--- src/rtl/wfg_record_mem_top.sv ---
// wfg_record_mem_top: AXI-Stream sink that captures 32-bit samples into the stimulus SRAM write port.
// Define WFG_RECORD_IRQ_EN to add irq_o and the IRQ register at 0x14.
module wfg_record_mem_top #(
   parameter int BUSW = 32,
   parameter int AW = 10
) (
   input  logic            wb_clk_i,
   input  logic            wb_rst_ni,
   input  logic            wbs_stb_i,
   input  logic            wbs_cyc_i,
   input  logic            wbs_we_i,
   input  logic [3:0]      wbs_sel_i,
   input  logic [BUSW-1:0] wbs_dat_i,
   input  logic [BUSW-1:0] wbs_adr_i,
   output logic            wbs_ack_o,
   output logic [BUSW-1:0] wbs_dat_o,
`ifdef WFG_RECORD_IRQ_EN
   output logic            irq_o,
`endif
   output logic            wfg_axis_tready_o,
   input  logic            wfg_axis_tvalid_i,
   input  logic [31:0]     wfg_axis_tdata_i,
   output logic            csb0,
   output logic            web0,
   output logic [3:0]      wmask0,
   output logic [AW-1:0]   addr0,
   output logic [31:0]     din0
);
   typedef enum logic [1:0] {IDLE, CAPTURE, DONE} state_t;
   state_t state;
   logic en, circ, circ_s, done, wrapped;
   logic [AW-1:0] start, stop, start_s, stop_s, ptr;
   logic [31:0] count, wmask;
   logic [BUSW-1:0] rdata;
   logic [2:0] idx;
   logic req, wr, clr, beat, last;
   logic unused;
`ifdef WFG_RECORD_IRQ_EN
   logic pending, mask;
`endif
   assign idx = wbs_adr_i[4:2];
   assign req = wbs_stb_i & wbs_cyc_i & ~wbs_ack_o;
   assign wr = req & wbs_we_i;
   assign wmask = {{8{wbs_sel_i[3]}}, {8{wbs_sel_i[2]}}, {8{wbs_sel_i[1]}}, {8{wbs_sel_i[0]}}};
   assign clr = wr && idx == 3'd0 && wbs_sel_i[0] && wbs_dat_i[2];
   assign beat = wfg_axis_tvalid_i & wfg_axis_tready_o;
   assign last = ptr == stop_s;
   assign unused = ^{wbs_adr_i, wbs_dat_i, wmask};
   always_comb begin
      rdata = '0;
      case (idx)
         3'd0: rdata[1:0] = {circ, en};
         3'd1: rdata[AW-1:0] = start;
         3'd2: rdata[AW-1:0] = stop;
         3'd3: begin
            rdata[2:0] = {wrapped, done, state == CAPTURE};
            rdata[AW+15:16] = ptr;
         end
         3'd4: rdata[31:0] = count;
`ifdef WFG_RECORD_IRQ_EN
         3'd5: rdata[1:0] = {mask, pending};
`endif
         default: rdata = '0;
      endcase
   end
   always_ff @(posedge wb_clk_i) begin
      if (!wb_rst_ni) begin
         state <= IDLE;
         {en, circ, circ_s, done, wrapped} <= '0;
         {start, stop, start_s, stop_s, ptr} <= '0;
         count <= '0;
         wbs_ack_o <= 1'b0;
         wbs_dat_o <= '0;
         wfg_axis_tready_o <= 1'b0;
         csb0 <= 1'b1;
         web0 <= 1'b1;
         wmask0 <= '0;
         addr0 <= '0;
         din0 <= '0;
      end else begin
         wbs_ack_o <= req;
         wbs_dat_o <= (req & ~wbs_we_i) ? rdata : '0;
         if (wr && idx == 3'd0 && wbs_sel_i[0]) {circ, en} <= wbs_dat_i[1:0];
         if (wr && idx == 3'd1) start <= (start & ~wmask[AW-1:0]) | (wbs_dat_i[AW-1:0] & wmask[AW-1:0]);
         if (wr && idx == 3'd2) stop <= (stop & ~wmask[AW-1:0]) | (wbs_dat_i[AW-1:0] & wmask[AW-1:0]);
         // an accepted beat is always written one cycle later, even if the FSM leaves CAPTURE
         csb0 <= ~beat;
         web0 <= ~beat;
         wmask0 <= {4{beat}};
         if (beat) begin
            addr0 <= ptr;
            din0 <= wfg_axis_tdata_i;
         end
         if (clr) begin
            state <= IDLE;
            wfg_axis_tready_o <= 1'b0;
            {done, wrapped} <= '0;
            count <= '0;
            ptr <= '0;
         end else begin
            case (state)
               IDLE: if (en) begin
                  state <= CAPTURE;
                  wfg_axis_tready_o <= 1'b1;
                  ptr <= start;
                  start_s <= start;
                  stop_s <= stop;
                  circ_s <= circ;
                  count <= '0;
                  {done, wrapped} <= '0;
               end
               CAPTURE: begin
                  if (beat) begin
                     if (~&count) count <= count + 32'd1;
                     if (!last) ptr <= ptr + AW'(1);
                     else if (circ_s) begin
                        ptr <= start_s;
                        wrapped <= 1'b1;
                     end else done <= 1'b1;
                  end
                  if (!en) begin
                     state <= IDLE;
                     wfg_axis_tready_o <= 1'b0;
                  end else if (beat && last && !circ_s) begin
                     state <= DONE;
                     wfg_axis_tready_o <= 1'b0;
                  end
               end
               DONE: if (!en) state <= IDLE;
               default: state <= IDLE;
            endcase
         end
      end
   end
`ifdef WFG_RECORD_IRQ_EN
   assign irq_o = pending & ~mask;
   always_ff @(posedge wb_clk_i) begin
      if (!wb_rst_ni) begin
         pending <= 1'b0;
         mask <= 1'b0;
      end else begin
         if (wr && idx == 3'd5 && wbs_sel_i[0]) mask <= wbs_dat_i[1];
         // set wins over a same-cycle clear
         if (state == CAPTURE && beat && last && !clr && (circ_s || en)) pending <= 1'b1;
         else if (wr && idx == 3'd5 && wbs_sel_i[0] && wbs_dat_i[0]) pending <= 1'b0;
      end
   end
`endif
endmodule

--- config.mk ---
export PLATFORM = sky130hd
export DESIGN_NAME = wfg_record_mem_top
export DESIGN_NICKNAME = d
export VERILOG_FILES = /design/src/rtl/wfg_record_mem_top.sv
export SDC_FILE = /design/constraint.sdc
export NUM_CORES = 1
export LEC_CHECK = 0
export BUFFER_PORTS_ARGS = -buffer_cell sky130_fd_sc_hd__buf_2
export CAP_MARGIN = 20
export CORE_MARGIN = 2
export CORE_UTILIZATION = 25
export DETAILED_ROUTE_END_ITERATION = 12
export SLEW_MARGIN = 20
export SYNTH_ARGS = -nofsm -noshare
export SYNTH_HDL_FRONTEND = slang
export SYNTH_SLANG_ARGS = --single-unit
export TNS_END_PERCENT = 30
--- constraint.sdc ---
create_clock -name wb_clk_i -period 3.4 [get_ports wb_clk_i]
set_input_delay 1.02 -clock wb_clk_i [delete_from_list [all_inputs] [get_ports wb_clk_i]]
set_output_delay 1.02 -clock wb_clk_i [all_outputs]
set_load 0.05 [all_outputs]
==> metrics.cfg <==
[logic_synthesis]
ys_async_sr_fraction_pct=0
yosys.cell_count.top_type=dfxtp_1
syn-cell-area_sq_um=7180
syn_avg_cell_area_sq_um=8.72
synth_common_cells=dfxtp_1, nand2_1, a21oi_1
synth_top_area_share_pct=46.6
synth-seq-area-share_pct=46.6
ys_types=57
synth_nets=931
synth_edf_count=0
synth-seq-cells=167
yosys_warnings=0
synth_cells=823
synth.area.top_cells=dfxtp_1, mux2i_1, a21oi_1
ys.flop_type=dfxtp_1
yosysTopAreaCell=dfxtp_1

[global_routing]
grt_use_met2_pct=21.6
grt_use_total_pct=13.2
grt_pass1_vias=5929
grt-ovfl-total=0
busiest_layer=met2
grt_pass1_wl_microns=31800
antenna_found_initial=3
grt_max_degree=87
gr-usage-met3_pct=3.62
grt.met1_usage_pct=16.6

[clock_network]
cts.sinks=167
cts-hold-fix-buffers=0
post-cts-setup-buffer-count=0
cts_resized=0
root_buffer=clkbuf_16
clk_pin_slew_ns=0.07
htreeDepth=4
clock_latency_ns=0.44
tritoncts=done
cts_made_buffers=17
cts_max_path_buffers=2

[routing]
drtAntennaViolNets=0
wirelength_microns=19600
vias_per_cell=4.63
wl_per_cell_microns=14.7
drtIter0Drc=374
drc_errors=0
route.vias.total=6153
dr.pass1.iters=5

[pwr]
p_leak_nw=3.51
p_total_mw=3.96
vdd_drop_max_mv=0.353
powerDensity_nw_per_um2=454

[timing]
whs_ns=0.450
setup_tns_ns=0
worst_pin_slew_ns=0.934
final_max_slew_viol_count=0
setup_violations=0
fin_crit_sh_pct=72.6
final-hold-violation-count=0
rsz0062_at_grt=false
fin_ws_ns=0.933
fmax_mhz=405
finalCriticalPeriod_ns=2.47
relSlewSlack_pct=37.8
skew_ns=0.0111

[die]
core.rowCount=62
die_height_microns=173
core_area_sq_um=28500
io_pins=188
dieArea_sq_um=30100
die_w_microns=173
start_util_pct=25.2

[job]
drv_cap=0

[worst_setup_path]
critPathCaptureType=register
crit_arrival_ns=2.76
worstPathRequired_ns=3.69
crit_fanout=10
critPathKind=input port to register
cp-start-kind=input port

[finish]
fin_util_pct=30.6
final_area_sq_um=8720
num-nets-final=1040
layoutNonFillerInstCount=1330
drive_above_1_share_pct=21.7
area_growth_pct=21.5

[placement]
dp_cells=1297
gp_congestion=0.780
post-place-ws_ns=0.501
io_buffer_count=134
dp_hpwl_microns=13700
dpl_cell_area_sq_um=8150

[status]
outcome=finished clean

[hold_path]
hp-class=register to register

==> final cells by class <==
class                   count  area (sq um)
fillers                  2983         19700
multi-input cells         580          3460
flip-flops and latches    167          3340
repair buffers            153           813
well taps                 384           480
clock buffers              19           453
clock inverters            12           119
inverters                  13          48.8
diodes                      2          5.00
==> path summary, 6_finish.rpt <==
path	start	endpoint	slack (ns)	cells after the start
max reg2reg	ptr[8]	ptr[1]	0.97	5
max	wbs_adr_i[3]	register	0.93	5
min	din0[11]	din0[11]	0.45	2
min reg2reg	din0[11]	din0[11]	0.45	2
==> cells in the final DEF (no fill, tap or decap), drive strengths merged, types with 3 or more instances in the layout <==
cell type / Yosys / layout
nor2b: 5 / 5
buf: 33 / 153
nor4: 7 / 7
or3: 25 / 25
clkinv: 1 / 5
o22ai: 3 / 3
dfxtp: 167 / 167
nor3: 6 / 6
nand4b: 10 / 10
and3: 17 / 17
nand4: 14 / 14
inv: 12 / 16
o211ai: 9 / 9
mux2i: 50 / 50
or4: 8 / 8
xor2: 14 / 14
a21oi: 92 / 92
nand2: 120 / 120
o31ai: 4 / 4
nand2b: 5 / 5
o21ai: 25 / 25
clkinvlp: 0 / 3
clkbuf: 30 / 19
a22o: 10 / 10
nand3: 20 / 20
a22oi: 8 / 8
a211oi: 10 / 10
and2: 18 / 18
a31oi: 3 / 3
nor2: 77 / 77
==> layer usage <==
layer | part of all wire [%] | up-vias
met4 | 2.3 | 2
met3 | 5.9 | 32
li1 | - | 3102
met1 | 44 | 2878
met5 | 0.066 | -
met2 | 47 | 139
==> kinds of logic after synthesis <==
| family | share of synthesized area (%) |
|---|---|
| buf+inv | 5.24 |
| compound gates | 14.7 |
| xor+xnor | 1.95 |
| flops | 46.6 |
| mux | 7.28 |
| simple gates | 23.9 |
| fa+ha+maj | 0.348 |
==> worst max-delay path, cell delays in order <==
cell      delay, ns
buf_2          0.21
nor2b_1        0.55
nand4b_1       0.59
mux2i_1        0.33
nor2_1         0.06
==> power by group <==
| group | total, mW | switching, mW | internal [mW] |
|---|---|---|---|
| Combinational | 0.116 | 0.0753 | 0.0404 |
| Clock | 1.88 | 0.831 | 1.05 |
| Sequential | 1.96 | 0.00277 | 1.96 |
Power figures use the tool's default switching activity.
